### config.mk
export PLATFORM = sky130hd
export DESIGN_NAME = ifetch
export DESIGN_NICKNAME = d
export VERILOG_FILES = /design/src/rtl/ifetch.sv
export SDC_FILE = /design/constraint.sdc
export NUM_CORES = 1
export LEC_CHECK = 0
export CAP_MARGIN = 20
export CORE_AREA = 2 2 157 159
export CTS_BUF_LIST = sky130_fd_sc_hd__clkbuf_4
export DETAILED_ROUTE_END_ITERATION = 8
export DIE_AREA = 0 0 159 161
export DONT_BUFFER_PORTS = 1
export PLACE_DENSITY = 0.85
export SLEW_MARGIN = 25
export SYNTH_ARGS = -nofsm -noshare
export SYNTH_HDL_FRONTEND = slang
export SYNTH_SLANG_ARGS = --single-unit
export TNS_END_PERCENT = 1
### constraint.sdc
create_clock -name i_clk -period 23.6 [get_ports i_clk]
set_input_delay 4.72 -clock i_clk [delete_from_list [all_inputs] [get_ports i_clk]]
set_output_delay 4.72 -clock i_clk [all_outputs]
set_load 0.01 [all_outputs]
### src/rtl/ifetch.sv
// rtl/ifetch.sv - instruction fetch stage: PC, credit-gated imem requests, tagged instruction FIFO
module ifetch #(
    parameter logic [63:0] RESET_PC   = 64'h0,
    parameter int          FIFO_DEPTH = 2
) (
    input  logic        i_clk,
    input  logic        i_rst,
    input  logic        i_redirect,
    input  logic [63:0] i_redirect_pc,
    output logic        o_imem_req,
    output logic [63:0] o_imem_addr,
    input  logic        i_imem_gnt,
    input  logic        i_imem_rvalid,
    input  logic [31:0] i_imem_rdata,
    input  logic        i_imem_err,
    output logic        o_instr_valid,
    output logic [31:0] o_instr,
    output logic [63:0] o_instr_pc,
    output logic        o_instr_err,
    input  logic        i_instr_ready
);

    localparam int CW = $clog2(FIFO_DEPTH + 1);
    localparam int PW = (FIFO_DEPTH > 1) ? $clog2(FIFO_DEPTH) : 1;
    localparam logic [CW:0]   DEPTH_WIDE = (CW + 1)'(FIFO_DEPTH);
    localparam logic [CW-1:0] DEPTH_CNT  = CW'(FIFO_DEPTH);
    localparam logic [PW-1:0] LAST_PTR   = PW'(FIFO_DEPTH - 1);

    logic [63:0]   pc;
    logic [63:0]   rsp_pc;
    logic [63:0]   redirect_target;
    logic [CW-1:0] outstanding;
    logic [CW-1:0] count;
    logic [CW-1:0] discard;
    logic [PW-1:0] rd_ptr;
    logic [PW-1:0] wr_ptr;
    logic [CW:0]   inflight;

    logic [31:0]   fifo_instr [FIFO_DEPTH];
    logic [63:0]   fifo_pc    [FIFO_DEPTH];
    logic          fifo_err   [FIFO_DEPTH];

    logic grant;
    logic pop_raw;
    logic pop;
    logic drop;
    logic push;

    function automatic logic [PW-1:0] ptr_inc(input logic [PW-1:0] p);
        return (p == LAST_PTR) ? '0 : p + PW'(1);
    endfunction

    assign redirect_target = i_redirect_pc & ~64'h3;

    // Handshake decode and credit check; a pop in this cycle frees its slot for a new request.
    always_comb begin
        pop_raw     = o_instr_valid && i_instr_ready;
        pop         = pop_raw && !i_redirect;
        drop        = i_imem_rvalid && (i_redirect || (discard != '0));
        push        = i_imem_rvalid && !drop;
        inflight    = {1'b0, outstanding} + {1'b0, count} - {{CW{1'b0}}, pop_raw};
        o_imem_req  = !i_rst && !i_redirect && (inflight < DEPTH_WIDE);
        o_imem_addr = pc;
        grant       = o_imem_req && i_imem_gnt;
    end

    // Head of FIFO drives decode; payload reads as zero whenever nothing is buffered.
    always_comb begin
        o_instr_valid = (count != '0);
        o_instr       = '0;
        o_instr_pc    = '0;
        o_instr_err   = 1'b0;
        if (o_instr_valid) begin
            o_instr     = fifo_instr[rd_ptr];
            o_instr_pc  = fifo_pc[rd_ptr];
            o_instr_err = fifo_err[rd_ptr];
        end
    end

    // Fetch PC and response PC; both restart together on redirect.
    always_ff @(posedge i_clk or posedge i_rst) begin
        if (i_rst) begin
            pc     <= RESET_PC;
            rsp_pc <= RESET_PC;
        end else if (i_redirect) begin
            pc     <= redirect_target;
            rsp_pc <= redirect_target;
        end else begin
            if (grant) pc <= pc + 64'd4;
            if (push)  rsp_pc <= rsp_pc + 64'd4;
        end
    end

    // Outstanding requests count every granted request until its response returns, stale or not.
    always_ff @(posedge i_clk or posedge i_rst) begin
        if (i_rst) begin
            outstanding <= '0;
        end else if (grant && !i_imem_rvalid) begin
            outstanding <= outstanding + CW'(1);
        end else if (!grant && i_imem_rvalid) begin
            outstanding <= outstanding - CW'(1);
        end
    end

    // Every unreturned response at redirect time is stale; one returning in the redirect cycle is dropped now.
    always_ff @(posedge i_clk or posedge i_rst) begin
        if (i_rst) begin
            discard <= '0;
        end else if (i_redirect) begin
            discard <= outstanding - CW'(i_imem_rvalid);
        end else if (i_imem_rvalid && (discard != '0)) begin
            discard <= discard - CW'(1);
        end
    end

    // FIFO occupancy and pointers; redirect flushes ahead of any push or pop.
    always_ff @(posedge i_clk or posedge i_rst) begin
        if (i_rst) begin
            count  <= '0;
            rd_ptr <= '0;
            wr_ptr <= '0;
        end else if (i_redirect) begin
            count  <= '0;
            rd_ptr <= '0;
            wr_ptr <= '0;
        end else begin
            if (push) wr_ptr <= ptr_inc(wr_ptr);
            if (pop)  rd_ptr <= ptr_inc(rd_ptr);
            if (push && !pop)      count <= count + CW'(1);
            else if (!push && pop) count <= count - CW'(1);
        end
    end

    // Entry storage needs no reset: outputs are gated by occupancy.
    always_ff @(posedge i_clk) begin
        if (push) begin
            fifo_instr[wr_ptr] <= i_imem_rdata;
            fifo_pc[wr_ptr]    <= rsp_pc;
            fifo_err[wr_ptr]   <= i_imem_err;
        end
    end

    // Credit gating must make a push into a full FIFO impossible unless the head leaves the same cycle.
    always_ff @(posedge i_clk) begin
        if (!i_rst) begin
            assert (!(push && !pop && (count == DEPTH_CNT)))
                else $error("ifetch fifo overflow");
        end
    end

endmodule

==> results of run 1 <==
Yosys cell counts, types with 2 or more instances:
master / number / share of area (%)
clkbuf_1: 50 / 1.2
xor2_1: 22 / 1.3
a21oi_1: 11 / 0.36
nor2_1: 155 / 3.8
nor4b_1: 3 / 0.17
nor4_1: 30 / 1.2
o211ai_1: 17 / 0.83
edfxtp_1: 190 / 37
inv_1: 29 / 0.71
or2_2: 5 / 0.20
nor2b_1: 9 / 0.37
and2_1: 3 / 0.12
or4_1: 16 / 0.79
xnor2_1: 36 / 2.1
nand3_1: 69 / 2.3
and4_1: 9 / 0.52
a21boi_0: 2 / 0.098
o21a_1: 4 / 0.20
or3_1: 20 / 0.82
nand2_1: 99 / 2.4
o311ai_0: 22 / 1.3
mux2i_1: 102 / 6.7
o31a_1: 5 / 0.29
mux2_2: 31 / 2.3
ha_1: 6 / 0.49
nor3_1: 35 / 1.1
a31oi_1: 20 / 0.82
and3_1: 23 / 0.94
a22oi_1: 5 / 0.25
nand2b_1: 5 / 0.20
buf_1: 14 / 0.34
dfrtp_1: 132 / 22
a211oi_1: 7 / 0.34
o31ai_1: 7 / 0.34
o21ai_0: 36 / 1.2
a221o_1: 4 / 0.26
nor3b_1: 2 / 0.098
a21o_1: 3 / 0.15
buf_4: 5 / 0.25
nand4_1: 78 / 3.2
worst max-delay path, delay by kind of cell:
kind                     cells  cell delay (ns)
adder cells (fa/ha/maj)      1             0.43
AO/OA/AOI/OAI                1             0.14
AND/OR/NAND/NOR              3             0.53
XOR/XNOR                     1             0.23
path summary, 6_finish.rpt:
path                       slack (ns)         endpoint  cells after the start
setup reg to reg                20.01  o_imem_addr[41]                     10
min in group asynchronous        4.02   o_imem_addr[2]                      1
max in group asynchronous       18.37  o_imem_addr[29]                      2
hold reg to reg                  0.51   fifo_pc[0][60]                      0
setup / recovery                12.83       o_imem_req                      6
hold / removal                   0.51   fifo_pc[0][60]                      0
final cells by class:
type                       count  area share, %
antenna                        2         0.0300
clock buffer                 129           5.80
clock inverter                16          0.772
inverter                      29          0.675
multi-input combinational    922           35.6
sequential                   322           54.0
tap                          324           2.43
timing repair buffer          14          0.652
cell families (layout without fill, tap and decap cells):
logic type / count (synthesis) / after routing / share of synthesized area (%)
simple gates: 569 / 569 / 18.8
other cells: 1 / 6 / 0.0245
xor+xnor: 58 / 58 / 3.32
compound gates: 151 / 151 / 6.85
buf+inv: 99 / 188 / 2.56
fa+ha+maj: 7 / 7 / 0.622
mux: 133 / 133 / 8.96
flops: 322 / 322 / 58.9
registers in the layout (all words and copies together) (netlist names):
register and flops:
count 2, discard 2, fifo_err 2, fifo_instr 64, fifo_pc 124, o_imem_addr 62
outstanding 2, rd_ptr 1, rsp_pc 62, wr_ptr 1
cells in the final DEF, fill, tap and decap left out, types with 5 or more instances in the layout:
cell	n
a211oi_1	7
a21oi_1	11
a22oi_1	5
a31oi_1	20
and3_1	23
and4_1	9
buf_4	13
clkbuf_4	129
clkinv_1	8
dfrtp_1	131
edfxtp_1	190
ha_1	6
inv_1	27
mux2_2	31
mux2i_1	102
nand2_1	99
nand2b_1	5
nand3_1	69
nand4_1	78
nor2_1	154
nor2b_1	9
nor3_1	33
nor4_1	28
o211ai_1	17
o21ai_0	36
o311ai_0	22
o31a_1	5
o31ai_1	7
or2_2	5
or3_1	20
or4_1	16
xnor2_1	36
xor2_1	22
metal layers:
metal	up-vias	share of wire (%)	GRT usage (%)
li1	5176	-	-
met1	5614	40	42.7
met2	661	45	46.1
met3	107	11	8.99
met4	0	4.0	13.8
met5	-	0	0
through the flow:
stage	setup slack, ns	hold slack [ns]	total power [mW]	utilization [%]	area [um^2]
global placement	12.84	0.480	0.948	65.0	15600
floorplan	10.48	0.440	0.901	-	15300
detailed placement	12.80	0.488	0.959	65.0	15600
global route	12.70	0.535	1.51	69.6	16700
CTS	12.81	0.503	1.45	69.6	16700
finish	12.83	0.509	1.44	69.6	16700
where the power goes:
part	switching (mW)	internal, mW	leakage [nW]
clock network	0.219	0.270	0.655
registers	0.0736	0.653	3.27
logic	0.138	0.0855	1.89
total	0.430	1.01	5.82
==> impl_results.md, run 1 <==
* Layout Nets at between 1000 and 1500
* Sequential-to-total area share from yosys stat at 58.9%
* Clock slew at reported path FFs at about 0.060 ns
* Main synth FF type: edfxtp_1
* Crit end category: output pin
* Post-route DRC violation count at 0
* GRT Util Overall at between 30% and 40%
* Status: finished clean
* CTS tree: yes
* Vias at about 12000
* Required time of the critical path at 18.88 ns
* Fin crit period at 10.77 ns
* Final setup viols at 0
* First-pass GRT wire length at between 60000 and 70000 um
* Fillers at approximately 1800
* CTS Sinks at 322
* Max FO, Critical Path at 6
* Final cell count without fillers at between 1500 and 2000
* Ports at between 200 and 300
* Setup CP Type: in2out
* Fmax achieved at 92.8 MHz
* Die Y at ~160 um
* Syn avg cell area at 11.4 um^2
* Post-route ant nets at 0
* Footprint of the multi-input gates at 0.00594 mm^2
* Number of DRC markers in iteration 0 at 1128
* Number of synthesized register bits at 322
* HP Class: reg2reg
* Die area at 0.0256 mm^2
* H-tree levels at 3
* Clk buf depth at 3
* Rel. slew slack at between 30% and 40%
* Drt first pass iters at 5
* Final Max Tran Viols at 0
* Core Area at 0.0240 mm^2
* Via density at about 6.6
* Post-synth ARST share at 41.0%
* Vias in the first global route at 11115
* Largest net degree at the start of global routing at about 120
* Routed len/inst at 22.5 um
* Post-detail-place hpwl at 27500 um
* Static leakage at 5.82 nW
* Clock root buffer: clkbuf_4
* Max Cap Violations at 0
* Layout cells sized above 1 at between 10% and 20%
* Slowest cell delay on critical path at 0.43 ns
* Setup crit start kind: input pin
* Rows at 57
* Gpl congestion at 0.981
* Hold-fix buffers, CTS at 0
* CP max-delay cell: fa_1
* Initial antenna violation count at 2
* Cell area after synthesis at 0.0153 mm^2
* CTS resizes at 0
* CP Cell Sequence: nand2_1 > nor2_1 > o21ai_0 > fa_1 > xor2_1 > and4_1
* Final wirelength at between 30000 and 40000 um
* Critical path arrival at just over 6 ns
* Grt total ovfl at 0
* Synth warn at 0
* Final worst-path cycle share at between 40% and 50%
* R2r startpoint: count[1]
* Clk_skew at around 0.046 ns
* HP Start: rsp_pc[60]
* Post CTS Setup Buffer Count at 0
* Area grow syn2layout at 9.07%
* Post-Synthesis Cells at 1340
* Sequential cell area at 0.00901 mm^2
* TritonCTS Buffers at 81
* Post-synth EDFFs at 190
* Setup_tns at 0 ns
* Clock Latency Late Sink at 0.72 ns
* Setup crit start: i_instr_ready
* Peak VDD IR at 48.2 uV
* RSZ-0062 raised after global routing: no
* Port bufs at 0
* Pwr dens at 86.2 mW/mm^2
* Final Hold Vio Count at 0
* Worst-margin pin slew at 1.01 ns
* Placed insts at 1611
* Die Wd at 159 um
* Yosys cell types at 59
* Starting Density at between 60% and 70%
Note: power is estimated with default switching activity, not from simulation.
==> run 2, diff against run 1 <==
clock period = 10.6 ns   (was 23.6 ns; I/O delays follow)
==> run 2 against run 1 <==
Against the previous run:
- global-route usage is 0.26 points lower
- total power is 120% higher
- die area stayed put
- clock-buffer cell count is 11 lower
==> impl_results.md, run 2 (synthesized netlist as in run 1, its figures left out) <==
* H-tree levels at 3 (unchanged)
* Clock slew at reported path FFs at 0.07 ns (about the same)
* CP max-delay cell: buf_4
* Hold_ws at 0.499 ns (-0.00978 ns)
* Max Cap Violations at 0 (unchanged)
* Final setup viols at 0 (unchanged)
* Static leakage at 5.80 nW (-0.35%)
* Post-route ant nets at 0 (unchanged)
* Via density at 6.61 (+0.55%)
* Layout Nets at 1481 (+0.068%)
* Final wirelength at 39700 um (+0.43%)
* Core Area at 0.0240 mm^2 (unchanged)
* Layout cells sized above 1 at 13.2% (-0.92 points)
* Die Wd at 159 um (unchanged)
* Starting Density at 63.8% (unchanged)
* RSZ-0062 raised after global routing: no
* Fin crit period at 5.89 ns
* Most common cell after layout, fill and taps aside: edfxtp_1
* TritonCTS Buffers at 82 (+1.2%)
* Hold-fix buffers, CTS at 0 (unchanged)
* Largest net degree at the start of global routing at 118 (unchanged)
* Die area at 0.0256 mm^2 (unchanged)
* Switching power at 0.960 mW (+120%)
* Critical path arrival at 3.77 ns (-2.28 ns)
* Grt total ovfl at 0 (unchanged)
* Initial antenna violation count at 2 (unchanged)
* Clk buf depth at 3 (unchanged)
* Combinational share of power at 15.7% (about the same)
* Top reg by flops: fifo_pc
* Clock Latency Late Sink at 0.68 ns (-0.04 ns)
* Gpl congestion at 0.959 (-2.2%)
* Post-route DRC violation count at 0 (unchanged)
* Drt first pass iters at 5 (unchanged)
* WP buf/inv at 2 (+2)
* Vias in the first global route at 10698 (-3.8%)
* CTS Sinks at 322 (unchanged)
* Status: finished clean
* Biggest regs: fifo_pc: 124 flops, fifo_instr: 64 flops
* Pint at 2.23 mW (+120%)
* Required time of the critical path at 8.48 ns (-10.40 ns)
* Final Hold Vio Count at 0 (unchanged)
* Most frequent cells in the layout: 190 x edfxtp_1, 154 x nor2_1, 131 x dfrtp_1, 118 x clkbuf_4, 102 x mux2i_1
* Peak VDD IR at 92.9 uV (+93%)
* Setup CP Type: in2out
* Rel. slew slack at 20.1% (-12 points)
* Number of DRC markers in iteration 0 at 1296 (+15%)
* Slowest cell delay on critical path at 0.71 ns (+0.28 ns)
* HP Class: reg2reg
* Rows at 57 (unchanged)
* Die Y at 161 um (unchanged)
* CTS tree: yes
* Routed len/inst at 22.6 um (+0.38%)
* Area grow syn2layout at 8.92%
* Post-detail-place hpwl at 27400 um (-0.33%)
* Setup crit start kind: input pin
* Max FO, Critical Path at 117 (+111)
* Flop pwr share at 50.6% (about the same)
* Clock root buffer: clkbuf_4
* Cell family with most CP delay: buffers and inverters
* First-pass GRT wire length at 61200 um (-1.2%)
* Port bufs at 0 (unchanged)
* Final Max Tran Viols at 0 (unchanged)
* Switching Share at 30.1% (+0.18 points)
* Final worst-path cycle share at 55.6%
* Post CTS Setup Buffer Count at 0 (unchanged)
* Clk_skew at 0.0389 ns (-0.00741 ns)
* Clock power share at 33.7% (-0.3 points)
* GRT Util Overall at 30.7% (-0.26 points)
* CP Cell Sequence: clkinv_2 > buf_4 > and4_1
* Max reg flops at 124 (unchanged)
* CTS resizes at 0 (unchanged)
* Pwr dens at 191 mW/mm^2 (+120%)
* Ports at 266 (unchanged)
* Vias at 11628 (+0.61%)
* Crit end category: output pin
* Fmax achieved at approximately 170 MHz
* Worst-margin pin slew at 1.19 ns (+0.178 ns)
* Setup_tns at 0 ns (unchanged)
==> run 2: cell count changes in the layout (fill, tap and decap cells not counted), sizes merged <==
cell,delta
clkinvlp,-1
clkbuf,-11
clkinv,+12
bufinv,+1
==> run 2: cell type report <==
type	count	area, um^2
Sequential cell	322	9010
Timing Repair Buffer	14	109
Multi-Input combinational cell	922	5940
Clock inverter	28	195
Inverter	29	113
Clock buffer	118	886
Fill cell	1774	7300
Tap cell	324	405
Antenna cell	2	5.00
==> run 2: worst paths after layout <==
check,from,to,slack [ns],cells after the start
worst min-delay path,rsp_pc[60],fifo_pc[1][60],0.50,0
worst max-delay path,i_redirect,o_imem_req,4.71,3
min in group asynchronous,i_rst,o_imem_addr[10],1.44,1
max in group asynchronous,i_rst,rsp_pc[30],7.95,2
worst min register to register,rsp_pc[60],fifo_pc[1][60],0.50,0
worst max register to register,count[1],o_imem_addr[62],7.07,10
==> run 2: power by group through the flow <==
stage	registers, mW	logic, mW	clock network (mW)
after floorplan	1.58	0.429	0
after global placement	1.63	0.483	0
after detailed placement	1.63	0.497	0
after CTS	1.61	0.500	1.10
after global routing	1.63	0.548	1.17
final	1.62	0.500	1.07
==> run 2: metrics by stage <==
stage	area (um^2)	power [mW]	std cells	setup WS, ns	utilization [%]
after floorplan	15300	2.01	1343	0.0792	-
after global placement	15600	2.11	1611	4.83	65.0
final	16700	3.19	1759	4.71	69.5
after CTS	16600	3.21	1757	4.83	69.5
after detailed placement	15600	2.13	1611	4.82	65.0
after global routing	16700	3.34	1759	4.71	69.5
==> run 2: worst register-to-register path: cells and delay by family, from the launching register on <==
kind	cells	cell delay [ns]
buffers and inverters	3	0.80
and+or+nand+nor	4	0.94
DFF	1	0.42
adders and majority gates	2	0.89
muxes	1	0.37
==> run 2: per-layer routing <==
layer / vias to the layer above / global-route usage (%) / part of all wire, %
li1: 5162 / - / -
met1: 5611 / 41.5 / 39
met2: 740 / 45.4 / 45
met3: 115 / 10.1 / 12
met4: 0 / 14.5 / 3.8
met5: - / 0 / 0
